<file path="src/rtl/st7789_frame_feeder_pkg.sv">
// Shared definitions for the ST7789 frame feeder: controller opcodes,
// RGB565 colour constants, FSM state encoding and a colour-select helper.
package st7789_frame_feeder_pkg;

  localparam logic [7:0] ST7789_CASET = 8'h2A;
  localparam logic [7:0] ST7789_RASET = 8'h2B;
  localparam logic [7:0] ST7789_RAMWR = 8'h2C;

  localparam logic [15:0] RGB565_BLACK = 16'h0000;
  localparam logic [15:0] RGB565_WHITE = 16'hFFFF;
  localparam logic [15:0] RGB565_RED   = 16'hF800;
  localparam logic [15:0] RGB565_GREEN = 16'h07E0;
  localparam logic [15:0] RGB565_BLUE  = 16'h001F;

  typedef enum logic [2:0] {
    ST_IDLE,
    ST_HDR,
    ST_FETCH,
    ST_WAIT,
    ST_PIX_HI,
    ST_PIX_LO,
    ST_DONE
  } state_t;

  function automatic logic [15:0] pick_colour(input logic pix, input logic [15:0] fg,
                                              input logic [15:0] bg);
    return pix ? fg : bg;
  endfunction

endpackage

</file>
<file path="src/rtl/st7789_frame_feeder.sv">
// Byte source for the ST7789 serializer: address-window preamble followed by
// one frame of RGB565 pixels expanded from a 1bpp framebuffer.
module st7789_frame_feeder
  import st7789_frame_feeder_pkg::*;
#(
  parameter int unsigned SRC_W  = 128,
  parameter int unsigned SRC_H  = 64,
  parameter int unsigned X0     = 56,
  parameter int unsigned Y0     = 88,
  parameter int unsigned ADDR_W = 10
) (
  input  logic              clk,
  input  logic              reset,
  input  logic              start,
  input  logic [15:0]       fg_colour,
  input  logic [15:0]       bg_colour,
  output logic              busy,
  output logic              frame_done,
  output logic [ADDR_W-1:0] fb_addr,
  input  logic [7:0]        fb_data,
  output logic [7:0]        out_byte,
  output logic              out_dc,
  output logic              out_valid,
  input  logic              out_ready
);

  localparam logic [15:0] X0_16 = 16'(X0);
  localparam logic [15:0] Y0_16 = 16'(Y0);
  localparam logic [15:0] XE_16 = 16'(X0 + SRC_W - 1);
  localparam logic [15:0] YE_16 = 16'(Y0 + SRC_H - 1);
  localparam int unsigned NBYTES = SRC_W * SRC_H / 8;
  localparam logic [ADDR_W-1:0] LAST_ADDR = ADDR_W'(NBYTES - 1);

  state_t              state_q;
  logic [3:0]          hdr_idx_q;
  logic [15:0]         fg_q, bg_q;
  logic [ADDR_W-1:0]   addr_q;
  logic [7:0]          shift_q;
  logic [2:0]          bit_q;
  logic                busy_q, done_q;
  logic [7:0]          out_byte_q;
  logic                out_dc_q, out_valid_q;

  logic                xfer;
  logic [15:0]         first_colour, cur_colour, next_colour;

  // Header ROM entry as {dc, byte}
  function automatic logic [8:0] hdr_rom(input logic [3:0] idx);
    case (idx)
      4'd0:    hdr_rom = {1'b0, ST7789_CASET};
      4'd1:    hdr_rom = {1'b1, X0_16[15:8]};
      4'd2:    hdr_rom = {1'b1, X0_16[7:0]};
      4'd3:    hdr_rom = {1'b1, XE_16[15:8]};
      4'd4:    hdr_rom = {1'b1, XE_16[7:0]};
      4'd5:    hdr_rom = {1'b0, ST7789_RASET};
      4'd6:    hdr_rom = {1'b1, Y0_16[15:8]};
      4'd7:    hdr_rom = {1'b1, Y0_16[7:0]};
      4'd8:    hdr_rom = {1'b1, YE_16[15:8]};
      4'd9:    hdr_rom = {1'b1, YE_16[7:0]};
      default: hdr_rom = {1'b0, ST7789_RAMWR};
    endcase
  endfunction

  assign xfer         = out_valid_q && out_ready;
  assign first_colour = pick_colour(fb_data[7], fg_q, bg_q);
  assign cur_colour   = pick_colour(shift_q[7], fg_q, bg_q);
  assign next_colour  = pick_colour(shift_q[6], fg_q, bg_q);

  always_ff @(posedge clk) begin
    if (reset) begin
      state_q     <= ST_IDLE;
      hdr_idx_q   <= '0;
      fg_q        <= '0;
      bg_q        <= '0;
      addr_q      <= '0;
      shift_q     <= '0;
      bit_q       <= '0;
      busy_q      <= 1'b0;
      done_q      <= 1'b0;
      out_byte_q  <= '0;
      out_dc_q    <= 1'b0;
      out_valid_q <= 1'b0;
    end else begin
      case (state_q)
        ST_IDLE: begin
          done_q <= 1'b0;
          // done_q still high here means start coincides with frame_done
          if (start && !done_q) begin
            busy_q                 <= 1'b1;
            fg_q                   <= fg_colour;
            bg_q                   <= bg_colour;
            addr_q                 <= '0;
            hdr_idx_q              <= '0;
            {out_dc_q, out_byte_q} <= hdr_rom(4'd0);
            out_valid_q            <= 1'b1;
            state_q                <= ST_HDR;
          end
        end
        ST_HDR: begin
          if (xfer) begin
            if (hdr_idx_q == 4'd10) begin
              out_valid_q <= 1'b0;
              state_q     <= ST_FETCH;
            end else begin
              hdr_idx_q              <= hdr_idx_q + 4'd1;
              {out_dc_q, out_byte_q} <= hdr_rom(hdr_idx_q + 4'd1);
            end
          end
        end
        ST_FETCH: state_q <= ST_WAIT;
        ST_WAIT: begin
          shift_q     <= fb_data;
          bit_q       <= '0;
          out_byte_q  <= first_colour[15:8];
          out_dc_q    <= 1'b1;
          out_valid_q <= 1'b1;
          state_q     <= ST_PIX_HI;
        end
        ST_PIX_HI: begin
          if (xfer) begin
            out_byte_q <= cur_colour[7:0];
            state_q    <= ST_PIX_LO;
          end
        end
        ST_PIX_LO: begin
          if (xfer) begin
            if (bit_q == 3'd7) begin
              out_valid_q <= 1'b0;
              if (addr_q == LAST_ADDR) begin
                state_q <= ST_DONE;
              end else begin
                addr_q  <= addr_q + 1'b1;
                state_q <= ST_FETCH;
              end
            end else begin
              bit_q      <= bit_q + 3'd1;
              shift_q    <= {shift_q[6:0], 1'b0};
              out_byte_q <= next_colour[15:8];
              state_q    <= ST_PIX_HI;
            end
          end
        end
        ST_DONE: begin
          done_q  <= 1'b1;
          busy_q  <= 1'b0;
          state_q <= ST_IDLE;
        end
        default: state_q <= ST_IDLE;
      endcase
    end
  end

  assign busy       = busy_q;
  assign frame_done = done_q;
  assign fb_addr    = addr_q;
  assign out_byte   = out_byte_q;
  assign out_dc     = out_dc_q;
  assign out_valid  = out_valid_q;

endmodule

</file>
<file path="config.mk">
export PLATFORM = sky130hd
export DESIGN_NAME = st7789_frame_feeder
export DESIGN_NICKNAME = d
export VERILOG_FILES = /design/src/rtl/st7789_frame_feeder_pkg.sv /design/src/rtl/st7789_frame_feeder.sv
export SDC_FILE = /design/constraint.sdc
export NUM_CORES = 1
export LEC_CHECK = 0
export ABC_CLOCK_PERIOD_IN_PS = 3200
export BUFFER_PORTS_ARGS = -buffer_cell sky130_fd_sc_hd__buf_2
export CAP_MARGIN = 20
export CELL_PAD_IN_SITES_DETAIL_PLACEMENT = 1
export CELL_PAD_IN_SITES_GLOBAL_PLACEMENT = 2
export CORE_ASPECT_RATIO = 0.5
export CORE_MARGIN = 2
export CORE_UTILIZATION = 35
export DETAILED_ROUTE_END_ITERATION = 10
export PLACE_DENSITY = 0.94
export SLEW_MARGIN = 40
export SYNTH_ARGS = -nofsm -noshare
export SYNTH_HDL_FRONTEND = slang
export SYNTH_SLANG_ARGS = --single-unit
</file>
<file path="constraint.sdc">
create_clock -name clk -period 3.2 [get_ports clk]
set_input_delay 0.48 -clock clk [delete_from_list [all_inputs] [get_ports clk]]
set_output_delay 0.48 -clock clk [all_outputs]
set_load 0.01 [all_outputs]
</file>
==> results of run 1 <==
==> tightest hold or removal path: stages <==
cell and delay [ns]:
buf_2 0.09, nand2_1 0.05, a21oi_1 0.05
==> cell families after synthesis <==
group | Yosys count | synth area share (%)
AND/OR/NAND/NOR | 203 | 25.3
AO/OA/AOI/OAI | 118 | 20.3
flip-flops | 72 | 37.0
buffers and inverters | 46 | 5.39
multiplexers | 26 | 6.68
adder cells (fa/ha/maj) | 10 | 3.21
XOR/XNOR | 9 | 2.22
==> power by group through the flow <==
stage                     combinational, mW  sequential [mW]  clock, mW
after global placement                0.323             1.01          0
after global routing                  0.375             1.00       1.12
final                                 0.333            0.995       1.06
after detailed placement              0.332             1.01          0
after CTS                             0.335            0.995       1.09
after floorplan                       0.247            0.996          0
==> registers in the layout (all words and copies together), names as in the netlist, 3 cells and up <==
| register | count |
|---|---|
| bit_q | 3 |
| hdr_idx_q | 4 |
| shift_q | 8 |
| fg_q | 16 |
| state_q | 3 |
| bg_q | 16 |
| out_byte | 8 |
| fb_addr | 10 |
==> synth_stat cells, types with 2 or more instances <==
master / instances / area, um2
a221oi_1: 3 / 26.3
nand2_1: 97 / 364
and2_1: 5 / 31.3
nand3_1: 10 / 50.1
nand4_1: 4 / 25.0
nor2b_1: 8 / 50.1
or3_1: 2 / 12.5
o22a_1: 3 / 26.3
a2bb2oi_1: 2 / 17.5
nand2b_1: 6 / 37.5
o21ai_1: 3 / 15.0
buf_6: 3 / 33.8
or3b_1: 2 / 17.5
buf_4: 2 / 15.0
buf_1: 4 / 15.0
buf_2: 6 / 30.0
o21ai_0: 9 / 45.0
a32oi_1: 2 / 17.5
ha_1: 10 / 125
inv_1: 10 / 37.5
o21a_1: 2 / 15.0
a21oi_1: 55 / 275
nor3_1: 6 / 30.0
clkbuf_1: 21 / 78.8
xnor2_1: 8 / 70.1
o31ai_1: 4 / 30.0
dfxtp_1: 72 / 1440
nand3b_1: 4 / 30.0
and3_1: 4 / 25.0
o2bb2ai_1: 2 / 17.5
a22oi_1: 4 / 30.0
nor4_1: 5 / 31.3
o22ai_1: 3 / 18.8
a311oi_1: 10 / 87.6
a211oi_1: 4 / 30.0
a31oi_1: 3 / 18.8
nor2_1: 40 / 150
mux2i_1: 26 / 260
==> layer usage <==
layer  vias to the layer above  share of wire (%)  GRT usage [%]
li1                       1806                  -              -
met3                        16                4.0           4.42
met4                         0                1.6           5.56
met2                        70                 46           32.2
met1                      1767                 48           24.7
met5                         -                  0              0
==> layout make-up <==
cell class | instances | area, um2 | area share [%]
Multi-Input combinational cell | 366 | 2250 | 48.7
Clock buffer | 10 | 229 | 4.96
Tap cell | 145 | 181 | 3.93
Sequential cell | 72 | 1440 | 31.3
Timing Repair Buffer | 74 | 393 | 8.52
Inverter | 10 | 37.5 | 0.814
Clock inverter | 6 | 83.8 | 1.82
==> stage by stage <==
step                total power [mW]  instance area [um2]
floorplan                       1.24                 3900
global placement                1.33                 4300
detailed placement              1.35                 4300
CTS                             2.42                 4610
global route                    2.50                 4610
finish                          2.39                 4610
==> final timing paths <==
check | slack (ns) | cells after the start | end | start
setup / recovery | 0.81 | 5 | hdr_idx_q[1]$_SDFFE_PP0P_ | state_q[1]$_SDFFE_PP0P_
hold / removal | 0.38 | 3 | bg_q[2]$_SDFFE_PP0P_ | bg_colour[2]
setup reg to reg | 0.81 | 5 | hdr_idx_q[1]$_SDFFE_PP0P_ | state_q[1]$_SDFFE_PP0P_
hold reg to reg | 0.46 | 2 | fg_q[5]$_SDFFE_PP0P_ | fg_q[5]$_SDFFE_PP0P_
==> results.md, run 1 <==
- CP top delay family: simple AND/OR/NAND/NOR gates
- Final-report hold violation count: 0
- Drt wl/cell: 16.3 um
- Total grt overflow: 0
- Crit path launch type: flip-flop
- Crit Path Class: reg2reg
- Min Hold Slack: 0.381 ns
- Die W: 153 um
- Synth async-reset ratio: 0%
- Slowest CP cell: dfxtp_1
- Crit path capture type: flip-flop
- Postcts setup bufs: 0
- Post-layout util: 42.3%
- GRT Total Usage: 19.2%
- Max Fclk: 0.418 GHz
- Core footprint: 10900 um2
- Global-route wire length before repair: 18.6 mm
- Commonest non-fill, non-tap cells in the layout: nand2_1 (97), dfxtp_1 (72), buf_2 (65), a21oi_1 (55), nor2_1 (40)
- Net Count, Synth: 538
- Post-DP HPWL: 8.15 mm
- DR vias: 3659
- IO Pins: 66
- Power density over the cells: 519 nW/um2
- Die Area: 12000 um2
- P_sw: 636 uW
- Cell Area, Synth: 3900 um2
- CTS tree: done
- Initial antenna violation count: 0
- Rel. slew slack: 48.8%
- Remaining antenna violation count after routing: 0
- Remaining routing DRC violations: 0
- Largest net degree at the start of global routing: 64
- Clock buffer depth: 2
- Critical Path AT: 2.59 ns
- Clock Power Share: 44.5%
- Status: finished clean
- Rows: 27
- Critical path cell sequence: or3b_1, nor2_1, or4_1, mux2i_1, nor2_1
- Number of global-route vias before repair: 3766
- Clock skew: 0.00463 ns
- Register bit total from synthesis: 72
- Starting Density: 35.7%
- Sequential power share: 41.6%
- Slowest cell delay on critical path: 0.82 ns
- Vias per std cell: 5.36
- Die Span Y: 78.6 um
- Static leakage: 1.83 nW
- Setup violators final: 0
- Area added between synthesis and finish: 18.3%
- CTS root buf: clkbuf_16
- Top FF cell, synth: dfxtp_1
- Sequential fraction of the synthesis area: 37.0%
- Crit path time final: 2.39 ns
- Final worst slack: 0.810 ns
- Clock Latency Late Sink: 0.34 ns
- Max Slew Vio Count: 0
- Crit Path Max Fanout: 22
- TritonCTS Sinks: 72
- Gate power share: 13.9%
- Placed insts: 667
- Synth Area per Inst: 8.05 um2
- Slew at the pin closest to its max-slew limit: 0.766 ns
- Synth warn: 0
- Share of cells above drive strength 1: 18.2%
- Data required, critical path: 3.40 ns
- PostCTS Resize Cnt: 0
- Final period util: 74.7%
- Worst hold path type: in2reg
- Most common cell after layout, fill and taps aside: nand2_1
- Yosys cell types: 58
- Internal power: 1.76 mW
- Routed wire length: 11.2 mm
- Max Cap Violations: 0
- EDFF count, synth: 0
- NumNets Final: 587
- Global placement routability congestion: 0.831
- Initial DRT Pass Iterations: 4
- RSZ-0062 raised after global routing: no
- Setup TNS: 0 ns
- Sw Share: 26.6%
- Place WS: 0.865 ns
- Drt initial violations: 144
- Ant diodes: 0
- Layout fillers: 1364
- Cts bufs inserted: 9
- Cells after Synth: 484
- Clock-pin transition on the worst setup and hold timing paths: 0.06 ns
- Hold Buf Count CTS: 0
- Buffers & Inverters on Critical Path: 0
- H-tree Lvls: 3
- Maximum vdd drop: 0.000234 V
- Final std cells w/o fill: 683
- Most used cell, CP: nor2_1
- IO Port Bufs: 65
Note: power is estimated with default switching activity, not from simulation.
==> run 2: changes to the inputs <==
--- a/config.mk
+++ b/config.mk
@@ -5,16 +5,17 @@
 export SDC_FILE = /design/constraint.sdc
 export NUM_CORES = 1
 export LEC_CHECK = 0
-export ABC_CLOCK_PERIOD_IN_PS = 3200
+export ABC_AREA = 1
+export ABC_CLOCK_PERIOD_IN_PS = 2400
 export BUFFER_PORTS_ARGS = -buffer_cell sky130_fd_sc_hd__buf_2
 export CAP_MARGIN = 20
 export CELL_PAD_IN_SITES_DETAIL_PLACEMENT = 1
 export CELL_PAD_IN_SITES_GLOBAL_PLACEMENT = 2
 export CORE_ASPECT_RATIO = 0.5
 export CORE_MARGIN = 2
-export CORE_UTILIZATION = 35
+export CORE_UTILIZATION = 30
 export DETAILED_ROUTE_END_ITERATION = 10
-export PLACE_DENSITY = 0.94
+export PLACE_DENSITY = 0.9
 export SLEW_MARGIN = 40
 export SYNTH_ARGS = -nofsm -noshare
 export SYNTH_HDL_FRONTEND = slang
==> constraint.sdc (replaced) <==
create_clock -name clk -period 2.4 [get_ports clk]
set_input_delay 0.36 -clock clk [delete_from_list [all_inputs] [get_ports clk]]
set_output_delay 0.36 -clock clk [all_outputs]
set_load 0.01 [all_outputs]
==> results.md, run 2 <==
- TritonCTS Sinks: 72 (unchanged)
- Synth area leader: dfxtp_1
- Status: finished clean
- Hold Buf Count CTS: 0 (unchanged)
- Crit Path Class: reg2reg
- Starting Density: 30.5% (-5.3 points)
- Routed wire length: 11.1 mm (-0.73%)
- Top FF cell, synth: dfxtp_1
- Setup TNS: 0 ns (unchanged)
- Slowest cell delay on critical path: 0.51 ns (-0.31 ns)
- Area added between synthesis and finish: 19.8%
- Slowest CP cell: dfxtp_1
- Clock skew: 0.00747 ns (+0.00285 ns)
- Synth Area per Inst: 6.33 um2 (-21%)
- Drt wl/cell: 13.2 um (-19%)
- Worst hold path type: in2reg
- Maximum vdd drop: 0.000312 V (+33%)
- Buffers & Inverters on Critical Path: 1 (+1)
- PostCTS Resize Cnt: 0 (unchanged)
- Crit. path cell count: 10 (+5)
- Most common cell after layout, fill and taps aside: nand2_1
- Register bit total from synthesis: 72 (unchanged)
- Flop2flop setup slack: 0.38 ns (-0.43 ns)
- Static leakage: 2.10 nW (+15%)
- Adder-Cell Fraction of Synth Area: 3.26% (+0.051 points)
- CP top delay family: simple AND/OR/NAND/NOR gates
- NumNets Final: 719 (+22%)
- Final-report hold violation count: 0 (unchanged)
- Crit path capture type: flip-flop
- Remaining antenna violation count after routing: 0 (unchanged)
- CTS root buf: clkbuf_16
- Yosys top cell area share: 37.6% (+0.59 points)
- Yosys cell types: 29 (-50%)
- Most used cell, CP: nand2_1
- EDFF count, synth: 0 (unchanged)
- Initial DRT Pass Iterations: 4 (unchanged)
- Die Area: 13800 um2 (+14%)
- Power density over the cells: 1130 nW/um2 (+120%)
- Core footprint: 12600 um2 (+15%)
- Worst reg2reg path depth: 10 (+5)
- Crit path launch type: flip-flop
- GRT Total Usage: 17.3% (-1.9 points)
- Ant diodes: 0 (unchanged)
- Clock buffer depth: 2 (unchanged)
- Largest net degree at the start of global routing: 40 (-38%)
- IO Port Bufs: 65 (unchanged)
- Global placement routability congestion: 0.836 (+0.59%)
- Placed insts: 824 (+24%)
- Rel. slew slack: 50.9% (+2.0 points)
- Cts bufs inserted: 9 (unchanged)
- Number of global-route vias before repair: 4010 (+6.5%)
- Sequential fraction of the synthesis area: 37.6% (+0.59 points)
- RR Endpoint: hdr_idx_q[2]$_SDFFE_PP0P_
- CTS tree: done
- Clock-pin transition on the worst setup and hold timing paths: 0.06 ns (about the same)
- Mux cell area share after synthesis: 0% (-6.7 points)
- Compound-Gate Fraction of Synth Area: 14.8% (-5.4 points)
- Top-count cell post-synth: nand2_1
- Crit path time final: 2.02 ns (-0.368 ns)
- Die W: 164 um (+7.0%)
- Max Cap Violations: 0 (unchanged)
- Post-DP HPWL: 8.34 mm (+2.3%)
- Data required, critical path: 2.62 ns (-0.78 ns)
- Hold_sp: bg_colour[2]
- WHS Endpoint: bg_q[2]$_SDFFE_PP0P_
- Cells after Synth: 606 (+25%)
- Final std cells w/o fill: 838 (+23%)
- Net Count, Synth: 660 (+23%)
- RSZ-0062 raised after global routing: no
- Hold Path Depth: 3 (unchanged)
- Crit Path Max Fanout: 9 (-59%)
- Die Span Y: 84.0 um (+6.8%)
- Commonest non-fill, non-tap cells in the layout: nand2_1 (173), nor2_1 (120), dfxtp_1 (72), o21ai_0 (68), buf_2 (65)
- Vias per std cell: 4.68 (-13%)
- Clock Latency Late Sink: 0.34 ns (about the same)
- Share of cells above drive strength 1: 16.0% (-2.2 points)
- Max Fclk: 0.494 GHz (+18%)
- Max Slew Vio Count: 0 (unchanged)
- Critical Path AT: 2.24 ns (-0.35 ns)
- Synth async-reset ratio: 0% (unchanged)
- Remaining routing DRC violations: 0 (unchanged)
- Postcts setup bufs: 0 (unchanged)
- Final period util: 84.3% (+9.6 points)
- Total grt overflow: 0 (unchanged)
- Global-route wire length before repair: 18.9 mm (+1.7%)
- Setup violators final: 0 (unchanged)
- Simple-gate area share of the yosys netlist: 36.7% (+11 points)
- Rows: 29 (+7.4%)
- Critical path cell sequence: inv_1, ha_1, nand2_1, nor2_1, nand2_1, nand2_1, nor2_1, nand2_1, o21ai_0, nor2_1
- IO Pins: 66 (unchanged)
- Main combinational cell family by area after synthesis: simple AND/OR/NAND/NOR gates
- Cell Area, Synth: 3840 um2 (-1.6%)
- Drt initial violations: 242 (+68%)
- Critical R2R Launch: hdr_idx_q[0]$_SDFFE_PP0P_
- Slew at the pin closest to its max-slew limit: 0.736 ns (-0.0303 ns)
- Post-Synth XOR/XNOR Area: 0.685% (-1.5 points)
- Synth cell count leaders: nand2_1 (173), nor2_1 (120), dfxtp_1 (72)
- H-tree Lvls: 3 (unchanged)
- DR vias: 3920 (+7.1%)
- Synth top area cells: dfxtp_1 (38%), nand2_1 (17%), nor2_1 (12%)
- Initial antenna violation count: 0 (unchanged)
- Synth warn: 0 (unchanged)
## run 2: changes by cell type after synthesis, sizes merged, moves of 7 or more
cell    change
nor2       +83
nand2      +77
o21ai      +57
inv        +30
mux2i      -26
nand3      +26
a21oi      -18
a311oi     -10
clkbuf      -9
nor2b       -8
xnor2       -8
nor4        -7
## run 2: final cells by class
type                       instances  area, um2
fill                            1674       8000
multi-input combinational        468       2130
sequential                        72       1440
timing repair buffer              73        398
clock buffer                      10        239
tap                              170        213
inverter                          41        154
clock inverter                     4       22.5
## run 2: cell families after synthesis
| group | count (synthesis) |
|---|---|
| AND/OR/NAND/NOR | 345 |
| adder cells (fa/ha/maj) | 10 |
| XOR/XNOR | 3 |
| buffers and inverters | 66 |
| flip-flops | 72 |
| AO/OA/AOI/OAI | 110 |
## run 2: how the worst max path moves through the flow
stage                                            to  slack [ns]                       from
after detailed placement  hdr_idx_q[2]$_SDFFE_PP0P_        0.40  hdr_idx_q[0]$_SDFFE_PP0P_
final                     hdr_idx_q[2]$_SDFFE_PP0P_        0.38  hdr_idx_q[0]$_SDFFE_PP0P_
after CTS                 hdr_idx_q[2]$_SDFFE_PP0P_        0.39  hdr_idx_q[0]$_SDFFE_PP0P_
after global routing       out_byte[0]$_SDFFE_PP0P_        0.18  hdr_idx_q[0]$_SDFFE_PP0P_
after floorplan            out_byte[0]$_SDFFE_PP0P_        0.67  hdr_idx_q[0]$_SDFFE_PP0P_
after global placement    hdr_idx_q[2]$_SDFFE_PP0P_        0.45  hdr_idx_q[0]$_SDFFE_PP0P_
## run 2: tightest hold or removal path, stage by stage
cell     delay (ns)
buf_2          0.07
o21ai_0        0.07
nor2_1         0.08
## run 2: routing by layer
metal	vias up	GRT usage (%)	share of wire (%)
li1	2048	-	-
met1	1816	22.3	50
met2	45	29.1	45
met3	11	4.17	3.3
met4	0	4.31	1.1
met5	-	0	0
## run 2: stage by stage
step                util, %  total power, mW  instance area, um2  hold WS, ns  worst slack [ns]
floorplan                 -             3.35                3840        0.424             0.674
global placement       34.4             3.95                4330        0.448             0.446
detailed placement     34.4             4.02                4330        0.453             0.399
CTS                    36.5             5.24                4590        0.279             0.385
global route           36.5             5.68                4590        0.289             0.179
finish                 36.5             5.17                4590        0.284             0.378
## run 2: where the power goes
group          total [mW]  internal [mW]  switching, mW  leakage (nW)
logic                2.22          0.741           1.48          1.38
clock network        1.20          0.709          0.489         0.130
registers            1.75           1.50          0.251         0.590
total                5.17           2.95           2.22          2.10
